### src/rtl/spi_pkg.sv
// Shared types and constants for the multi-mode SPI master.
// Holds the FSM state type, default widths and SPI mode encodings.
package spi_pkg;

    typedef enum logic [2:0] {
        IDLE  = 3'd0,
        LEAD  = 3'd1,
        SHIFT = 3'd2,
        TRAIL = 3'd3,
        GAP   = 3'd4
    } spi_state_t;

    localparam int DATA_W_DEF = 32;
    localparam int NCS_DEF    = 4;
    localparam int DIV_W_DEF  = 16;

    localparam int NB_W_DEF   = $clog2(DATA_W_DEF);
    localparam int CS_W_DEF   = (NCS_DEF > 1) ? $clog2(NCS_DEF) : 1;
    localparam int EDGE_W_DEF = $clog2(2 * DATA_W_DEF) + 1;

    // {cpol, cpha}
    localparam logic [1:0] SPI_MODE0 = 2'b00;
    localparam logic [1:0] SPI_MODE1 = 2'b01;
    localparam logic [1:0] SPI_MODE2 = 2'b10;
    localparam logic [1:0] SPI_MODE3 = 2'b11;

    function automatic int nb_width(input int dw);
        return $clog2(dw);
    endfunction

    function automatic int cs_width(input int n);
        return (n > 1) ? $clog2(n) : 1;
    endfunction

    function automatic int edge_width(input int dw);
        return $clog2(2 * dw) + 1;
    endfunction

endpackage

### src/rtl/spi_clk_gen.sv
// Half-period timer for the SPI master.
// Emits a one-cycle tick every div+1 cycles after a restart.
module spi_clk_gen #(
    parameter int DIV_W = 16
) (
    input  logic             clk_in,
    input  logic             rst,
    input  logic             restart,
    input  logic             en,
    input  logic [DIV_W-1:0] load_val,
    output logic             tick
);

    logic [DIV_W-1:0] cnt;
    logic [DIV_W-1:0] reload;

    // Down-counter; the reload value is captured at restart only
    always_ff @(posedge clk_in) begin
        if (rst) begin
            cnt    <= '0;
            reload <= '0;
        end else if (restart) begin
            cnt    <= load_val;
            reload <= load_val;
        end else if (en) begin
            if (cnt == '0) begin
                cnt <= reload;
            end else begin
                cnt <= cnt - 1'b1;
            end
        end
    end

    assign tick = en && (cnt == '0);

endmodule

### src/rtl/spi_master_multi.sv
// Parametrised SPI master: variable word width, multiple chip selects,
// all four CPOL/CPHA modes and a runtime half-period divider.
module spi_master_multi
    import spi_pkg::*;
#(
    parameter int  DATA_W = DATA_W_DEF,
    parameter int  NCS    = NCS_DEF,
    parameter int  DIV_W  = DIV_W_DEF,
    localparam int NB_W   = nb_width(DATA_W),
    localparam int CS_W   = cs_width(NCS),
    localparam int EDGE_W = edge_width(DATA_W)
) (
    input  logic              clk_in,
    input  logic              rst,
    output logic              spi_sck,
    output logic              spi_mosi,
    input  logic              spi_miso,
    output logic [NCS-1:0]    spi_csn,
    input  logic [DATA_W-1:0] mosi_data,
    output logic [DATA_W-1:0] miso_data,
    input  logic [NB_W-1:0]   nbits,
    input  logic [CS_W-1:0]   cs_sel,
    input  logic              cpol,
    input  logic              cpha,
    input  logic [DIV_W-1:0]  div,
    input  logic              request,
    output logic              busy,
    output logic              done
);

    spi_state_t        state;
    logic [1:0]        mode_q;
    logic [NB_W-1:0]   nbits_q;
    logic [DATA_W-1:0] tx_sr;
    logic [DATA_W-1:0] rx_sr;
    logic [EDGE_W-1:0] edge_cnt;
    logic [EDGE_W-1:0] next_edge;
    logic [EDGE_W-1:0] last_edge;
    logic [NCS-1:0]    cs_low;
    logic              accept;
    logic              tick;
    logic              edge_now;
    logic              samp_odd;
    logic              samp;
    logic              drive;

    assign accept    = (state == IDLE) && request;
    assign next_edge = edge_cnt + 1'b1;
    assign last_edge = (EDGE_W'(nbits_q) + EDGE_W'(1)) << 1;

    spi_clk_gen #(
        .DIV_W(DIV_W)
    ) u_clk_gen (
        .clk_in  (clk_in),
        .rst     (rst),
        .restart (accept),
        .en      (state != IDLE),
        .load_val(div),
        .tick    (tick)
    );

    // Decode the requested chip select; out-of-range selects none
    always_comb begin
        cs_low = '1;
        for (int i = 0; i < NCS; i++) begin
            if (CS_W'(i) == cs_sel) begin
                cs_low[i] = 1'b0;
            end
        end
    end

    // Sample parity per mode; trailing-edge modes sample on even edges
    always_comb begin
        samp_odd = 1'b1;
        unique case (mode_q)
            SPI_MODE0, SPI_MODE2: samp_odd = 1'b1;
            SPI_MODE1, SPI_MODE3: samp_odd = 1'b0;
        endcase
    end

    assign edge_now = tick && ((state == LEAD) ||
                      ((state == SHIFT) && (edge_cnt != last_edge)));
    assign samp     = edge_now && (next_edge[0] == samp_odd);
    assign drive    = edge_now && !samp && (next_edge != last_edge);

    // Transfer FSM, SCK generation and the shift registers
    always_ff @(posedge clk_in) begin
        if (rst) begin
            state     <= IDLE;
            spi_sck   <= 1'b0;
            spi_mosi  <= 1'b0;
            spi_csn   <= '1;
            miso_data <= '0;
            busy      <= 1'b0;
            done      <= 1'b0;
            mode_q    <= 2'b00;
            nbits_q   <= '0;
            tx_sr     <= '0;
            rx_sr     <= '0;
            edge_cnt  <= '0;
        end else begin
            done <= 1'b0;
            unique case (state)
                IDLE: begin
                    spi_sck <= cpol;
                    if (request) begin
                        state    <= LEAD;
                        busy     <= 1'b1;
                        mode_q   <= {cpol, cpha};
                        nbits_q  <= nbits;
                        spi_csn  <= cs_low;
                        rx_sr    <= '0;
                        edge_cnt <= '0;
                        if (!cpha) begin
                            spi_mosi <= mosi_data[nbits];
                            tx_sr    <= mosi_data << 1;
                        end else begin
                            tx_sr    <= mosi_data;
                        end
                    end
                end
                LEAD: begin
                    if (tick) begin
                        state <= SHIFT;
                    end
                end
                SHIFT: begin
                    if (tick && (edge_cnt == last_edge)) begin
                        state <= TRAIL;
                    end
                end
                TRAIL: begin
                    if (tick) begin
                        state    <= GAP;
                        spi_csn  <= '1;
                        spi_mosi <= 1'b0;
                    end
                end
                GAP: begin
                    if (tick) begin
                        state     <= IDLE;
                        busy      <= 1'b0;
                        done      <= 1'b1;
                        miso_data <= rx_sr;
                    end
                end
                default: state <= IDLE;
            endcase
            if (edge_now) begin
                spi_sck  <= ~spi_sck;
                edge_cnt <= next_edge;
            end
            if (samp) begin
                rx_sr <= {rx_sr[DATA_W-2:0], spi_miso};
            end
            if (drive) begin
                spi_mosi <= tx_sr[nbits_q];
                tx_sr    <= tx_sr << 1;
            end
        end
    end

endmodule
### config.mk
export PLATFORM = sky130hd
export DESIGN_NAME = spi_master_multi
export DESIGN_NICKNAME = d
export VERILOG_FILES = /design/src/rtl/spi_pkg.sv /design/src/rtl/spi_clk_gen.sv /design/src/rtl/spi_master_multi.sv
export SDC_FILE = /design/constraint.sdc
export NUM_CORES = 1
export LEC_CHECK = 0
export CAP_MARGIN = 20
export CORE_ASPECT_RATIO = 0.5
export CORE_MARGIN = 2
export CORE_UTILIZATION = 25
export DETAILED_ROUTE_END_ITERATION = 6
export PLACE_DENSITY = 0.43
export SLEW_MARGIN = 10
export SYNTH_ARGS = -nofsm -noshare
export SYNTH_HDL_FRONTEND = slang
export SYNTH_SLANG_ARGS = --single-unit
### constraint.sdc
create_clock -name clk_in -period 7.1 [get_ports clk_in]
set_input_delay 1.065 -clock clk_in [delete_from_list [all_inputs] [get_ports clk_in]]
set_output_delay 1.065 -clock clk_in [all_outputs]
set_load 0.005 [all_outputs]
# Word-level counts from Yosys, hierarchy flattened
# Index checks and enable logic that the tools add are counted.
dict set report classes {
  n_lt_le_gt_ge 2
  addsub 3
  bitwise 2
  muxes 41
  reduce_logical 38
  eq_ne 22
}
# cell count
set op_table {}
lappend op_table {{$mux 32} 7}
lappend op_table {{$mux 16} 3}
lappend op_table {{$mux 7} 3}
lappend op_table {{$reduce_bool 2->1} 9}
lappend op_table {{$logic_not 16->1} 1}
lappend op_table {{$sub 16x1->16 const B} 1}
lappend op_table {{$mux 3} 5}
lappend op_table {{$pmux 3 s5} 1}
lappend op_table {{$mux 1} 14}
lappend op_table {{$ne 7x7->1} 2}
lappend op_table {{$lt 5x6->1 const B} 2}
lappend op_table {{$bmux 1 s5} 2}
lappend op_table {{$reduce_and 2->1} 5}
lappend op_table {{$ne 3x3->1 const B} 3}
lappend op_table {{$logic_and 1x1->1} 8}
lappend op_table {{$mux 4} 2}
lappend op_table {{$ne 2x2->1 const B} 4}
lappend op_table {{$pmux 4 s2} 1}
lappend op_table {{$reduce_or 2->1} 4}
lappend op_table {{$add 7x1->7 const B} 1}
lappend op_table {{$eq 7x7->1} 1}
lappend op_table {{$add 5x1->6 const B} 1}
lappend op_table {{$eq 3x2->1 const B} 2}
lappend op_table {{$pmux 1 s2} 3}
lappend op_table {{17 further kinds} 23}
dict set report word_totals {
  inputBits 61
  ff_bits 153
  out_inout_bits 40
}

# Depth between registers and ports, before layout
# Gate-level depths: netlist of run 1.
dict set report depth {
  word_depth 11
  mapped_depth 11
}

# Cells and area by module
# Synthesis of run 1 repeated with hierarchy kept, for this count alone.
dict set report hier_totals {
  cells_unflattened 944
  area_unflattened_um2 8020.2
}
# mod seq_area_each_um2 n_inst area_each_um2 cells_each
set by_module_without_submodules {}
lappend by_module_without_submodules {spi_master_multi 2402.3 1 6239.7 734}
lappend by_module_without_submodules {spi_clk_gen 640.6 1 1780.5 210}

# Worst setup path before layout of run 1
# OpenSTA, ideal clock, no wires.
dict set report synth_path {
  path_kind {input to register}
  startpoint {input nbits[0]}
  endpoint {register spi_mosi}
  setup_time_ns 0.134
  arrival_time_ns 2.878
  setup_slack_ns 4.088
  cell_stages 7
  required_time_ns 6.966
  cell_sequence {clkbuf_1 mux4_2 mux4_2 mux2i_1 nor3_1 nor3_1 a211oi_1}
}
dict set report synth_between {
  elab_chain_len 6
}
# element line_no
set synth_rtl {}
lappend synth_rtl {{start, declared} spi_master_multi.sv:21} ;# input logic [NB_W-1:0] nbits,
lappend synth_rtl {{$bmux 1 s5} spi_master_multi.sv:115} ;# spi_mosi <= mosi_data[nbits];
lappend synth_rtl {{$mux 1 (implied by the code)} spi_master_multi.sv:115}
lappend synth_rtl {{$mux 1} spi_master_multi.sv:114} ;# if (!cpha) begin
lappend synth_rtl {{$mux 1} spi_master_multi.sv:106} ;# if (request) begin
lappend synth_rtl {{$pmux 1 s2} spi_master_multi.sv:103} ;# unique case (state)
lappend synth_rtl {{$mux 1} spi_master_multi.sv:156} ;# if (drive) begin
lappend synth_rtl {{end signal, assigned} spi_master_multi.sv:115}
lappend synth_rtl {{end signal, assigned} spi_master_multi.sv:157} ;# spi_mosi <= tx_sr[nbits_q];
lappend synth_rtl {{end, declared} spi_master_multi.sv:16} ;# output logic spi_mosi,
# No other way between the ends. The select of a mux whose other input is x is not followed.
# A chain may end at the register's enable or synchronous reset.

# Final worst setup path of run 1
dict set report layout_path {
  startpoint {register nbits_q[0]}
  endpoint {register tx_sr[5]}
}
dict set report layout_between {
  elab_chain_len 11
  word_cells_on_any_way 14
  cone_classes {1 x add/sub; 2 x eq/ne; 1 x mux; 10 x reduce/logical}
}
# element line_no
set layout_rtl {}
lappend layout_rtl {{start, declared} spi_master_multi.sv:33} ;# logic [NB_W-1:0] nbits_q;
lappend layout_rtl {{start signal, assigned} spi_master_multi.sv:110} ;# nbits_q <= nbits;
lappend layout_rtl {{$add 5x1->6 *} spi_master_multi.sv:49} ;# assign last_edge = (EDGE_W'(nbits_q) + EDGE_W'(1)) << 1;
lappend layout_rtl {{$ne 7x7->1} spi_master_multi.sv:82} ;# ((state == SHIFT) && (edge_cnt != last_edge)));
lappend layout_rtl {{$logic_and 1x1->1} spi_master_multi.sv:82}
lappend layout_rtl {{$logic_or 1x1->1} spi_master_multi.sv:81} ;# assign edge_now = tick && ((state == LEAD) ||
lappend layout_rtl {{$logic_and 1x1->1} spi_master_multi.sv:81}
lappend layout_rtl {{$logic_and 1x1->1} spi_master_multi.sv:83} ;# assign samp = edge_now && (next_edge[0] == samp_odd);
lappend layout_rtl {{$logic_not 1->1} spi_master_multi.sv:84} ;# assign drive = edge_now && !samp && (next_edge != last_edge);
lappend layout_rtl {{$logic_and 1x1->1} spi_master_multi.sv:84}
lappend layout_rtl {{$logic_and 1x1->1 *} spi_master_multi.sv:84}
lappend layout_rtl {{$reduce_bool 2->1 (no source line)} -}
lappend layout_rtl {{$reduce_and 2->1 (no source line)} -}
lappend layout_rtl {{end signal, assigned} spi_master_multi.sv:116} ;# tx_sr <= mosi_data << 1;
lappend layout_rtl {{end signal, assigned} spi_master_multi.sv:118} ;# tx_sr <= mosi_data;
lappend layout_rtl {{end signal, assigned} spi_master_multi.sv:158} ;# tx_sr <= tx_sr << 1;
lappend layout_rtl {{end, declared} spi_master_multi.sv:34} ;# logic [DATA_W-1:0] tx_sr;
# Mark *: on every way between the ends. The rest lies on a longest branch, timed or not.

==> metrics.txt, run 1 <==
failing checks DRC; IO Pins 101; Fillers 3048; hold_buf cts 0; Setup WS pre-CTS around 3000 ps; required time of the critical path around 7500 ps; CP startpoint kind flop; Final Hold Vio Count 0; area delta synth->final 25.0%; htree depth 4; DR vias between 6000 and 7000; Cell variety after synth between 50 and 60; placed cells 1273; met1 Usage GRT 0.187; Max-Cap Viols 0; vias per cell slightly below 5; vias in the first global route 6440; flops & latches, synth ~150; worst r2r src nbits_q[0]; Warnings, synthesis 0; Mapped Cells between 800 and 900; CORE AREA 29200 µm²; syn nets roughly 910; Die Ht roughly 130 µm; Initial Utilization 0.256; post_cts resized 0; reg2reg setup slack between 2000 and 3000 ps; antenna violations before repair 0; Clock Latency Late Sink 440 ps; Initial DRC Count around 420; fraction of registers with async set/reset 0; hold_sp u_clk_gen.reload[0]; fin crit period around 4200 ps; Max FO, Critical Path 35; post-synthesis cell area ~7500 µm²; Avg Inst Size Synth 8.86 µm²; Antenna Diode Count 0; gr busiest metal met2; WL final approximately 22 mm; top_reg_cell synth dfxtp_1; hold crit path type reg -> reg; CP Class reg -> reg; TritonCTS clock tree done; period utilization 0.585; TritonCTS buffer count 17; nets about 970; CTS max path bufs 2; Tot Pwr between 2 and 2.5 mW; placed cell area 8810 µm²; GR Util met3 0.0337; Max VDD drop around 160 µV; # rows 44; CP Data Arrival Time between 4000 and 5000 ps; status complete, but fails checks; Post-synth EDFFs 0; fmax 241 MHz; Total Routing Usage GR 0.142; Finished Layout Cells between 1000 and 1500; root buf cell clkbuf_16; max-slew violations 0; die width ~250 µm; clock transition at the registers of the reported paths approximately 60 ps; Die Area roughly 31000 µm²; I/O Buffers 100; Seq/Total Area, Yosys 0.407; TNS Setup 0 ps; GP Congestion 0.790; cell area after layout between 9000 and 10000 µm²; layout cells sized above 1 0.0853; first-pass GRT wire length 35.2 mm; fin worst setup slack between 2000 and 3000 ps; Setup Buffers After CTS 0; RSZ-0062 raised after global routing false; Pleak about 3.3 nW; DRT Pass-1 Iters 7; Pwr Density ~220 nW/µm²; Final setup viols 0; WL per Instance between 15 and 20 µm; CP Launch Point nbits_q[0]; pin count of the biggest net entering global routing 96; antenna viol nets, final 0; Worst Max-Slew Pin Slew roughly 1000 ps; Relative slew margins 0.318; worst clock skew slightly above 10 ps; Post-route DRC 1; CTS sink count about 150; Remaining Overflow, GRT 0; met2 Track Usage GR 0.229; critical path endpoint category flop; post-DP HPWL roughly 14 mm
-- critical path: stages (launching register included) --
cell	delay (ps)
dfxtp_1	870
ha_1	380
nand3_1	140
or3_1	380
nor3b_2	180
a221oi_2	680
a211oi_4	30
buf_4	280
nor2_2	710
buf_6	250
a221o_1	160
-- flip-flops by register name, indices dropped and copies added, names as in the netlist --
| signal | flops |
|---|---|
| state | 3 |
| busy | 1 |
| rx_sr | 32 |
| spi_csn | 4 |
| spi_sck | 1 |
| miso_data | 32 |
| spi_mosi | 1 |
| nbits_q | 5 |
| done | 1 |
| u_clk_gen.reload | 16 |
| edge_cnt | 7 |
| tx_sr | 32 |
| mode_q | 1 |
| u_clk_gen.cnt | 16 |
-- per-stage QoR --
step | utilization | hold slack (ps)
after global placement | 0.300 | 444
after CTS | 0.320 | 455
final | 0.320 | 452
after detailed placement | 0.301 | 447
after floorplan | - | 433
after global routing | 0.320 | 475
-- synth_stat cells (17+ instances only) --
library cell | number | area, µm²
a211oi_1 | 17 | 128
a21oi_1 | 83 | 415
a221o_1 | 30 | 300
a22o_1 | 33 | 289
clkbuf_1 | 55 | 206
dfxtp_1 | 152 | 3040
mux2i_1 | 45 | 450
mux4_2 | 20 | 450
nand2_1 | 101 | 379
nand3_1 | 48 | 240
nor2_1 | 49 | 184
nor2b_1 | 33 | 206
nor3_1 | 41 | 205
xnor2_1 | 18 | 158
-- per-layer routing --
layer	wire length, µm	up-vias
li1	-	3195
met1	10700	3102
met2	9920	109
met3	756	18
met4	275	0
met5	0	-
-- kinds of logic (layout without fill, tap and decap cells) --
family,after synthesis,in the layout,share of synthesized area
XOR/XNOR,27,27,0.0316
AND/OR/NAND/NOR,315,315,0.204
buffers and inverters,83,153,0.0433
AO/OA/AOI/OAI,197,197,0.186
flip-flops,152,152,0.407
adder cells (fa/ha/maj),4,4,0.00669
multiplexers,66,66,0.122
-- area by class of cell --
class	count	area, µm²	area share
inverters	8	30.0	0.00321
flip-flops and latches	152	3040	0.325
clock buffers	24	472	0.0504
multi-input cells	609	4140	0.443
well taps	391	489	0.0523
repair buffers	114	1110	0.118
clock inverters	7	70.1	0.00749
-- final timing paths --
check	end	depth (start not counted)
setup / recovery	tx_sr[5]	10
hold / removal	u_clk_gen.reload[0]	2
setup reg to reg	tx_sr[5]	10
hold reg to reg	u_clk_gen.reload[0]	2
-- placed cells by master, fill, tap and decap left out, types with 17 or more instances in the layout --
master and count:
mux4_2 20, nor2_1 49, nor3_1 39, a211oi_1 17, xnor2_1 18, nand3_1 48, mux2i_1 45, clkbuf_16 17
a22o_1 33, nand2_1 100, dfxtp_1 152, a221o_1 30, clkdlybuf4s50_1 98, nor2b_1 33, a21oi_1 83
-- power by group --
group	internal (mW)	switching [mW]	total, mW
combinational	0.143	0.161	0.304
clock	0.498	0.361	0.859
sequential	0.889	0.0350	0.924
Note: power is estimated with default switching activity, not from simulation.
==> inputs of run 2 (changes only) <==
--- a/config.mk
+++ b/config.mk
@@ -10,7 +10,7 @@
 export CORE_MARGIN = 2
 export CORE_UTILIZATION = 25
 export DETAILED_ROUTE_END_ITERATION = 6
-export PLACE_DENSITY = 0.43
+export PLACE_DENSITY = 0.44
 export SLEW_MARGIN = 10
 export SYNTH_ARGS = -nofsm -noshare
 export SYNTH_HDL_FRONTEND = slang
==> constraint.sdc (replaced) <==
create_clock -name clk_in -period 3.55 [get_ports clk_in]
set_input_delay 0.5325 -clock clk_in [delete_from_list [all_inputs] [get_ports clk_in]]
set_output_delay 0.5325 -clock clk_in [all_outputs]
set_load 0.005 [all_outputs]
==> metrics.txt, run 2 (same netlist as run 1, synthesis figures left out) <==
TritonCTS clock tree done; first-pass GRT wire length about 35 mm; pin count of the biggest net entering global routing 61; htree depth 4; fin crit period just over 3000 ps; Finished Layout Cells 1312; Pint 3.21 mW; Max FO, Critical Path 32; worst clock skew 12.4 ps; commonest non-fill, non-tap cell in the layout dfxtp_1; Setup Buffers After CTS 0; final core utilization 0.325; status finished clean; Final Hold Vio Count 0; Pleak 3.40 nW; switching part of the total 0.273; clock transition at the registers of the reported paths ~60 ps; Worst Max-Slew Pin Slew 974 ps; DR vias approximately 6500; CP startpoint kind flop; CP Class reg -> reg; GP Congestion a little under 0.8; vias in the first global route around 6400; hold_sp u_clk_gen.reload[3]; Initial Utilization 0.256; placed cells between 1000 and 1500; CP Launch Point u_clk_gen.cnt[0]; CTS max path bufs 2; post_cts resized 0; Comb pwr share 0.142; cell area after layout between 9000 and 10000 µm²; delay-heaviest family, CP simple AND/OR/NAND/NOR gates; CORE AREA between 20000 and 30000 µm²; WL per Instance approximately 17 µm; CTS sink count 152; TritonCTS buffer count 17; layout cells sized above 1 0.0977; antenna viol nets, final 0; max-slew violations 0; worst r2r src u_clk_gen.cnt[0]; antenna violations before repair 0; Final setup viols 0; Tot Pwr between 4 and 5 mW; Max VDD drop about 330 µV; required time of the critical path 3910 ps; fin worst setup slack roughly 430 ps; Slowest-stage cell, CP or4b_2; # rows 44; TNS Setup 0 ps; area delta synth->final 26.9%; CP Data Arrival Time 3480 ps; DRT Pass-1 Iters 5; Total Routing Usage GR 0.142; Clock Latency Late Sink between 400 and 500 ps; hold crit path type reg -> reg; CP Buf/Inv Count 2; Reg2Reg Depth 10; Max-Cap Viols 0; Fillers a little over 3000; Largest regs miso_data: 32 flops, rx_sr: 32 flops, tx_sr: 32 flops; WL final between 20 and 25 mm; reg2reg setup slack about 430 ps; hold_buf cts 0; post-DP HPWL 14.6 mm; Pwr Density approximately 470 nW/µm²; switching power 1.21 mW; nets a little under 1000; IO Pins about 100; Antenna Diode Count 0; WP depth 10; period utilization 0.878; die width 249 µm; Relative slew margins 0.351; RSZ-0062 raised after global routing false; Setup WS pre-CTS 417 ps; vias per cell 4.98; Worst R2R End rx_sr[10]; share of power burned in registers 0.415; crit-path cells inv_1, ha_1, or4b_2, or4_4, nor3b_2, a221o_1, and2_1, buf_4, nand2_1, a21oi_1; Remaining Overflow, GRT 0; placed cell area around 8900 µm²; Die Ht between 100 and 150 µm; critical path's largest stage delay roughly 590 ps; Post-route DRC 0; Initial DRC Count slightly above 400; critical path endpoint category flop; crit path to rx_sr[10]; fmax approximately 320 MHz; clock share of power 0.443; I/O Buffers 100; WHS roughly 450 ps; Die Area roughly 31000 µm²; root buf cell clkbuf_16; commonest non-fill, non-tap cells in the layout dfxtp_1, nand2_1, clkdlybuf4s50_1, a21oi_1, nor2_1
==> run 2: routing by layer <==
layer / share of wire / global-route usage
met1: 0.50 / 0.193
met2: 0.45 / 0.222
met3: 0.040 / 0.0392
met4: 0.014 / 0.0428
met5: 0 / 0
==> run 2: worst min-delay path by stage <==
stage                           endpoint  slack, ps  depth (start not counted)
global placement     u_clk_gen.reload[3]        440                          2
CTS                 u_clk_gen.reload[15]        460                          2
floorplan            u_clk_gen.reload[3]        430                          2
finish               u_clk_gen.reload[3]        450                          2
detailed placement  u_clk_gen.reload[15]        450                          2
global route         u_clk_gen.reload[3]        470                          2
==> run 2: final cells by class <==
type | count | area, µm² | area share
clock buffer | 18 | 439 | 0.0462
timing repair buffer | 120 | 1170 | 0.123
tap | 391 | 489 | 0.0515
clock inverter | 14 | 185 | 0.0195
sequential | 152 | 3040 | 0.320
multi-input combinational | 609 | 4140 | 0.436
inverter | 8 | 30.0 | 0.00316
==> run 2: worst min-delay path: cells and delay by family, from the launching register on <==
family,cells,cell delay [ps]
AOI/OAI and AO/OA,1,50
and+or+nand+nor,1,50
DFF,1,310
==> run 2: power groups by stage <==
stage	combinational, mW	sequential (mW)	clock, mW
4_1_cts	0.631	1.84	2.02
3_3_place_gp	0.625	1.87	0
3_5_place_dp	0.628	1.88	0
5_1_grt	0.691	1.85	2.09
2_1_floorplan	0.423	1.85	0
6_report	0.626	1.84	1.96
